==> src/rtl/pwm_pkg.sv <==
// Shared types and constants for the PWM carrier path.
package pwm_pkg;

    localparam int unsigned PWM_WIDTH = 16;

    localparam logic MODE_SAW = 1'b0;
    localparam logic MODE_TRI = 1'b1;

    typedef enum logic [1:0] {
        StIdle,
        StUp,
        StDown
    } pwm_state_e;

endpackage

==> src/rtl/pwm_carrier_gen_shadow.sv <==
// Pending/active double buffer for period, duty and mode.
// Pending values move to the active set only on a carrier boundary strobe.
module pwm_shadow_reg
    import pwm_pkg::*;
#(
    parameter int unsigned Width = PWM_WIDTH
) (
    input  logic             clk_i,
    input  logic             rst_i,
    input  logic             load_i,
    input  logic             boundary_i,
    input  logic [Width-1:0] period_i,
    input  logic [Width-1:0] duty_i,
    input  logic             mode_i,
    output logic [Width-1:0] period_act_o,
    output logic [Width-1:0] duty_act_o,
    output logic             mode_act_o,
    output logic             load_ack_o
);

    logic [Width-1:0] p_pend_q, p_pend_d;
    logic [Width-1:0] d_pend_q, d_pend_d;
    logic             m_pend_q, m_pend_d;
    logic             pend_flag_q, pend_flag_d;
    logic [Width-1:0] p_act_q, p_act_d;
    logic [Width-1:0] d_act_q, d_act_d;
    logic             m_act_q, m_act_d;
    logic             load_ack_q, load_ack_d;
    logic             apply;

    // The boundary consumes the old pending contents; a coincident load refills them.
    assign apply = boundary_i & pend_flag_q;

    always_comb begin
        p_pend_d    = p_pend_q;
        d_pend_d    = d_pend_q;
        m_pend_d    = m_pend_q;
        pend_flag_d = pend_flag_q;
        p_act_d     = p_act_q;
        d_act_d     = d_act_q;
        m_act_d     = m_act_q;
        load_ack_d  = apply;

        if (apply) begin
            p_act_d     = p_pend_q;
            d_act_d     = d_pend_q;
            m_act_d     = m_pend_q;
            pend_flag_d = 1'b0;
        end

        if (load_i) begin
            p_pend_d    = period_i;
            d_pend_d    = duty_i;
            m_pend_d    = mode_i;
            pend_flag_d = 1'b1;
        end
    end

    always_ff @(posedge clk_i) begin
        if (rst_i) begin
            p_pend_q    <= '0;
            d_pend_q    <= '0;
            m_pend_q    <= MODE_SAW;
            pend_flag_q <= 1'b0;
            p_act_q     <= '0;
            d_act_q     <= '0;
            m_act_q     <= MODE_SAW;
            load_ack_q  <= 1'b0;
        end else begin
            p_pend_q    <= p_pend_d;
            d_pend_q    <= d_pend_d;
            m_pend_q    <= m_pend_d;
            pend_flag_q <= pend_flag_d;
            p_act_q     <= p_act_d;
            d_act_q     <= d_act_d;
            m_act_q     <= m_act_d;
            load_ack_q  <= load_ack_d;
        end
    end

    assign period_act_o = p_act_q;
    assign duty_act_o   = d_act_q;
    assign mode_act_o   = m_act_q;
    assign load_ack_o   = load_ack_q;

endmodule

==> src/rtl/pwm_carrier_gen.sv <==
// PWM carrier generator: sawtooth/triangle ramp with a boundary-synchronised
// double-buffered period, duty and mode.
module pwm_carrier_gen
    import pwm_pkg::*;
#(
    parameter int unsigned Width = PWM_WIDTH
) (
    input  logic             clk_i,
    input  logic             rst_i,
    input  logic             en_i,
    input  logic             mode_i,
    input  logic [Width-1:0] period_i,
    input  logic [Width-1:0] duty_i,
    input  logic             load_i,
    output logic [Width-1:0] count_o,
    output logic [Width-1:0] ref_out_o,
    output logic             period_end_o,
    output logic             peak_o,
    output logic             load_ack_o
);

    pwm_state_e       state_q;
    logic [Width-1:0] count_q;
    logic [Width-1:0] count_inc;
    logic             period_end_q;
    logic             peak_q;
    logic             boundary;
    logic [Width-1:0] p_act;
    logic             m_act;

    assign count_inc = count_q + 1'b1;

    // A boundary is any enabled edge whose next count is the wrap to 0.
    // Triangle with P <= 1 has no down leg, so its peak edge is the boundary.
    always_comb begin
        boundary = 1'b0;
        if (en_i) begin
            unique case (state_q)
                StIdle:  boundary = 1'b1;
                StUp:    boundary = (count_q >= p_act) &&
                                    ((m_act == MODE_SAW) || (p_act <= Width'(1)));
                StDown:  boundary = (count_q <= Width'(1));
                default: boundary = 1'b0;
            endcase
        end
    end

    always_ff @(posedge clk_i) begin
        if (rst_i) begin
            state_q      <= StIdle;
            count_q      <= '0;
            period_end_q <= 1'b0;
            peak_q       <= 1'b0;
        end else begin
            period_end_q <= boundary;
            peak_q       <= 1'b0;
            if (en_i) begin
                if (boundary) begin
                    state_q <= StUp;
                    count_q <= '0;
                end else begin
                    unique case (state_q)
                        StUp: begin
                            if (count_q < p_act) begin
                                count_q <= count_inc;
                                peak_q  <= (m_act == MODE_TRI) && (count_inc == p_act);
                            end else begin
                                state_q <= StDown;
                                count_q <= p_act - 1'b1;
                            end
                        end
                        StDown:  count_q <= count_q - 1'b1;
                        default: state_q <= StIdle;
                    endcase
                end
            end
        end
    end

    pwm_shadow_reg #(
        .Width(Width)
    ) u_shadow (
        .clk_i       (clk_i),
        .rst_i       (rst_i),
        .load_i      (load_i),
        .boundary_i  (boundary),
        .period_i    (period_i),
        .duty_i      (duty_i),
        .mode_i      (mode_i),
        .period_act_o(p_act),
        .duty_act_o  (ref_out_o),
        .mode_act_o  (m_act),
        .load_ack_o  (load_ack_o)
    );

    assign count_o      = count_q;
    assign period_end_o = period_end_q;
    assign peak_o       = peak_q;

endmodule
==> config.mk <==
export PLATFORM = sky130hd
export DESIGN_NAME = pwm_carrier_gen
export DESIGN_NICKNAME = d
export VERILOG_FILES = /design/src/rtl/pwm_pkg.sv /design/src/rtl/pwm_carrier_gen_shadow.sv /design/src/rtl/pwm_carrier_gen.sv
export SDC_FILE = /design/constraint.sdc
export NUM_CORES = 1
export LEC_CHECK = 0
export CORE_AREA = 2 2 103 105
export DETAILED_ROUTE_END_ITERATION = 10
export DIE_AREA = 0 0 105 107
export GPL_TIMING_DRIVEN = 1
export MAX_ROUTING_LAYER = met4
export PLACE_DENSITY = 0.82
export SLEW_MARGIN = 20
export SYNTH_ARGS = -nofsm -noshare
export SYNTH_HDL_FRONTEND = slang
export SYNTH_SLANG_ARGS = --single-unit
==> constraint.sdc <==
create_clock -name clk_i -period 2.61 [get_ports clk_i]
set_input_delay 0.3915 -clock clk_i [delete_from_list [all_inputs] [get_ports clk_i]]
set_output_delay 0.3915 -clock clk_i [all_outputs]
set_load 0.01 [all_outputs]
==> results.md <==
- Syn_nets: 635
- Worst Max-Slew Pin Slew: 576 ps
- Clk sinks: 88
- WL per Instance: 17.4 um
- # IOs: 72
- Clock Path Buffers: 2
- Final setup fails: 24
- Initial antenna violation count: 0
- Root buffer cell: clkbuf_8
- Switching part of the total: 43.4%
- Req. time, crit path: 2870 ps
- Critical Path Start Type: flip-flop
- Mapped Cells: 577
- DRT iter0 DRCs: 415
- R2R cell count: 11
- Number of CTS-inserted buffers: 9
- Clk_lat worst skew: 380 ps
- Hold Crit Start: u_shadow.p_pend_q[8]
- Via count: 4714
- DRT Pass-1 Iters: 5
- Commonest non-fill, non-tap cell in the layout: nor2_1
- Status: finished, violations left
- Max rail drop VDD: 0.000874 V
- Setup Skew: 13.4 ps
- Synth Cell Area: 4920 um2
- DP Worst Slack: 26.8 ps
- Crit path DAT: 2940 ps
- Hpwl dp: 10.8 mm
- Yosys reg bits: 88
- Crit-path max FO: 7
- Commonest cells after routing, fill and taps aside: nor2_1 (95), dfxtp_1 (78), mux2i_1 (70)
- CP endpoint kind: flip-flop
- Die X: 105 um
- Largest net degree at the start of global routing: 50
- Syn_area_per_cell: 8.53 um2
- # hold bufs at CTS: 0
- Max Cap Violations: 0
- Gr ovfl total: 0
- Slew headroom: 61.6%
- Area delta synth->final: 36.0%
- Total Wirelength: 14.7 mm
- Slew Limit Fails: 0
- IO Port Bufs: 71
- Vias in the first global route: 4531
- CP Class: flip-flop to flip-flop
- Int Pwr: 4960 uW
- Tot GR Track Use: 26.2%
- Synth warn: 0
- Synth async-reset ratio: 0%
- Worst-path clk slew: 110 ps
- Worst hold slack: 507 ps
- Final setup margin: -70.5 ps
- Reg2reg start: count_o[10]
- Post-layout minimum cycle time: 2680 ps
- Die Area: 11200 um2
- Initial core utilization: 48.8%
- Final worst path period share: 103%
- Sequential area share after synthesis: 35.8%
- Hold Crit Class: flip-flop to flip-flop
- Core Area: 10100 um2
- Core Rows: 37
- FMAX: 373 MHz
- RD Place Congestion: 1.01
- Sequential share of power: 19.5%
- Number of remaining DRC errors: 0
- Clock power frac: 11.3%
- Final #Nets: 761
- Post-synth EDFFs: 0
- Number of antenna diodes: 0
- Failing checks: negative setup slack
- DIE HEIGHT: 107 um
- Leading area contributor after synthesis: dfxtp_1
- CTS tree: yes
- Final Hold Viols: 0
- Power Density: 1310 nW/um2
- H-tree levels: 3
- NetSw: 3800 uW
- First-pass GRT wire length: 22.5 mm
- Combinational power share: 69.3%
- Top post-synthesis cells by area: dfxtp_1 (36%), mux2i_1 (15%), nor2_1 (7.2%)
- Hold Path Depth: 2
- Share of cells above drive strength 1: 19.2%
- Unrepaired setup endpoints after global routing: yes
- Crit path from: count_o[10]
- Post-synth cell types: 54
- Antenna viol nets, final: 0
- Leakage: 0.00294 uW
- Drt via density: 5.59
- Top FF cell, synth: dfxtp_1
- Post-synth top area share: 35.8%
-- cell type report --
class	instances	area [um2]
clock buffers	9	124
clock inverters	7	86.3
fillers	847	3400
inverters	23	88.8
multi-input cells	433	3050
flip-flops and latches	88	1780
well taps	136	170
repair buffers	148	1400
-- sequential cells by signal, summed over array words and instances (netlist names), 2 cells and up --
register / count
state_q: 2
u_shadow.p_pend_q: 16
count_o: 16
u_shadow.duty_act_o: 16
u_shadow.period_act_o: 16
u_shadow.d_pend_q: 16
-- power by group through the flow --
stage / combinational, uW / clock [uW] / sequential (uW)
final: 6070 / 987 / 1710
after global routing: 6510 / 1050 / 1730
after CTS: 5190 / 1000 / 1680
after detailed placement: 5130 / 0 / 1710
after global placement: 5090 / 0 / 1700
after floorplan: 3140 / 0 / 1730
-- layer usage --
metal  up-vias  track usage, %  share of wire [%]
met1      2193            32.9                 42
met3        33            5.29                7.9
met5         -               -                  0
li1       2265               -                  -
met4         0            9.62                2.5
met2       223            41.8                 47
-- cell usage after synthesis (11+ instances only) --
cell	n
nor2_1	95
mux2i_1	72
clkbuf_1	23
nand4_1	11
a21oi_1	22
xnor2_1	31
inv_1	21
dfxtp_1	88
ha_1	21
nand2_1	45
nand3_1	18
nor3_1	14
-- what timing repair did --
item | 4_1_cts | 5_1_grt
cloned | 0 | 3
buffers inserted | 1 | 7
resized for setup | 1 | 36
pin swaps | 2 | 11
setup endpoints to repair | 2 | 49
-- critical path: stages, from the launching register on --
cell	delay [ps]
dfxtp_1	500
ha_1	300
nand2_1	100
nor3_2	50
nor4_2	410
buf_4	210
a31oi_4	120
o211ai_4	260
buf_12	170
buf_12	130
mux2i_1	210
nor2_1	80
-- kinds of logic after synthesis --
logic type / synth area share (%)
compound gates: 10.1
xor+xnor: 7.75
fa+ha+maj: 5.34
buf+inv: 4.88
flops: 35.8
mux: 14.9
simple gates: 21.3
-- worst paths after layout --
path | to | slack [ps]
setup reg to reg | u_shadow.duty_act_o[9] | -70
hold reg to reg | u_shadow.period_act_o[8] | 510
setup / recovery | u_shadow.duty_act_o[9] | -70
hold / removal | u_shadow.period_act_o[8] | 510
-- through the flow --
step	instances	instance area [um2]	TNS (ps)	utilization [%]	power, uW
after global routing	844	6690	-4160	66.3	9290
after CTS	834	6420	0	63.6	7880
after detailed placement	817	6200	0	61.4	6840
after floorplan	577	4930	0	-	4870
after global placement	817	6200	0	61.4	6790
final	844	6690	-515	66.3	8770
Power figures use the tool's default switching activity.
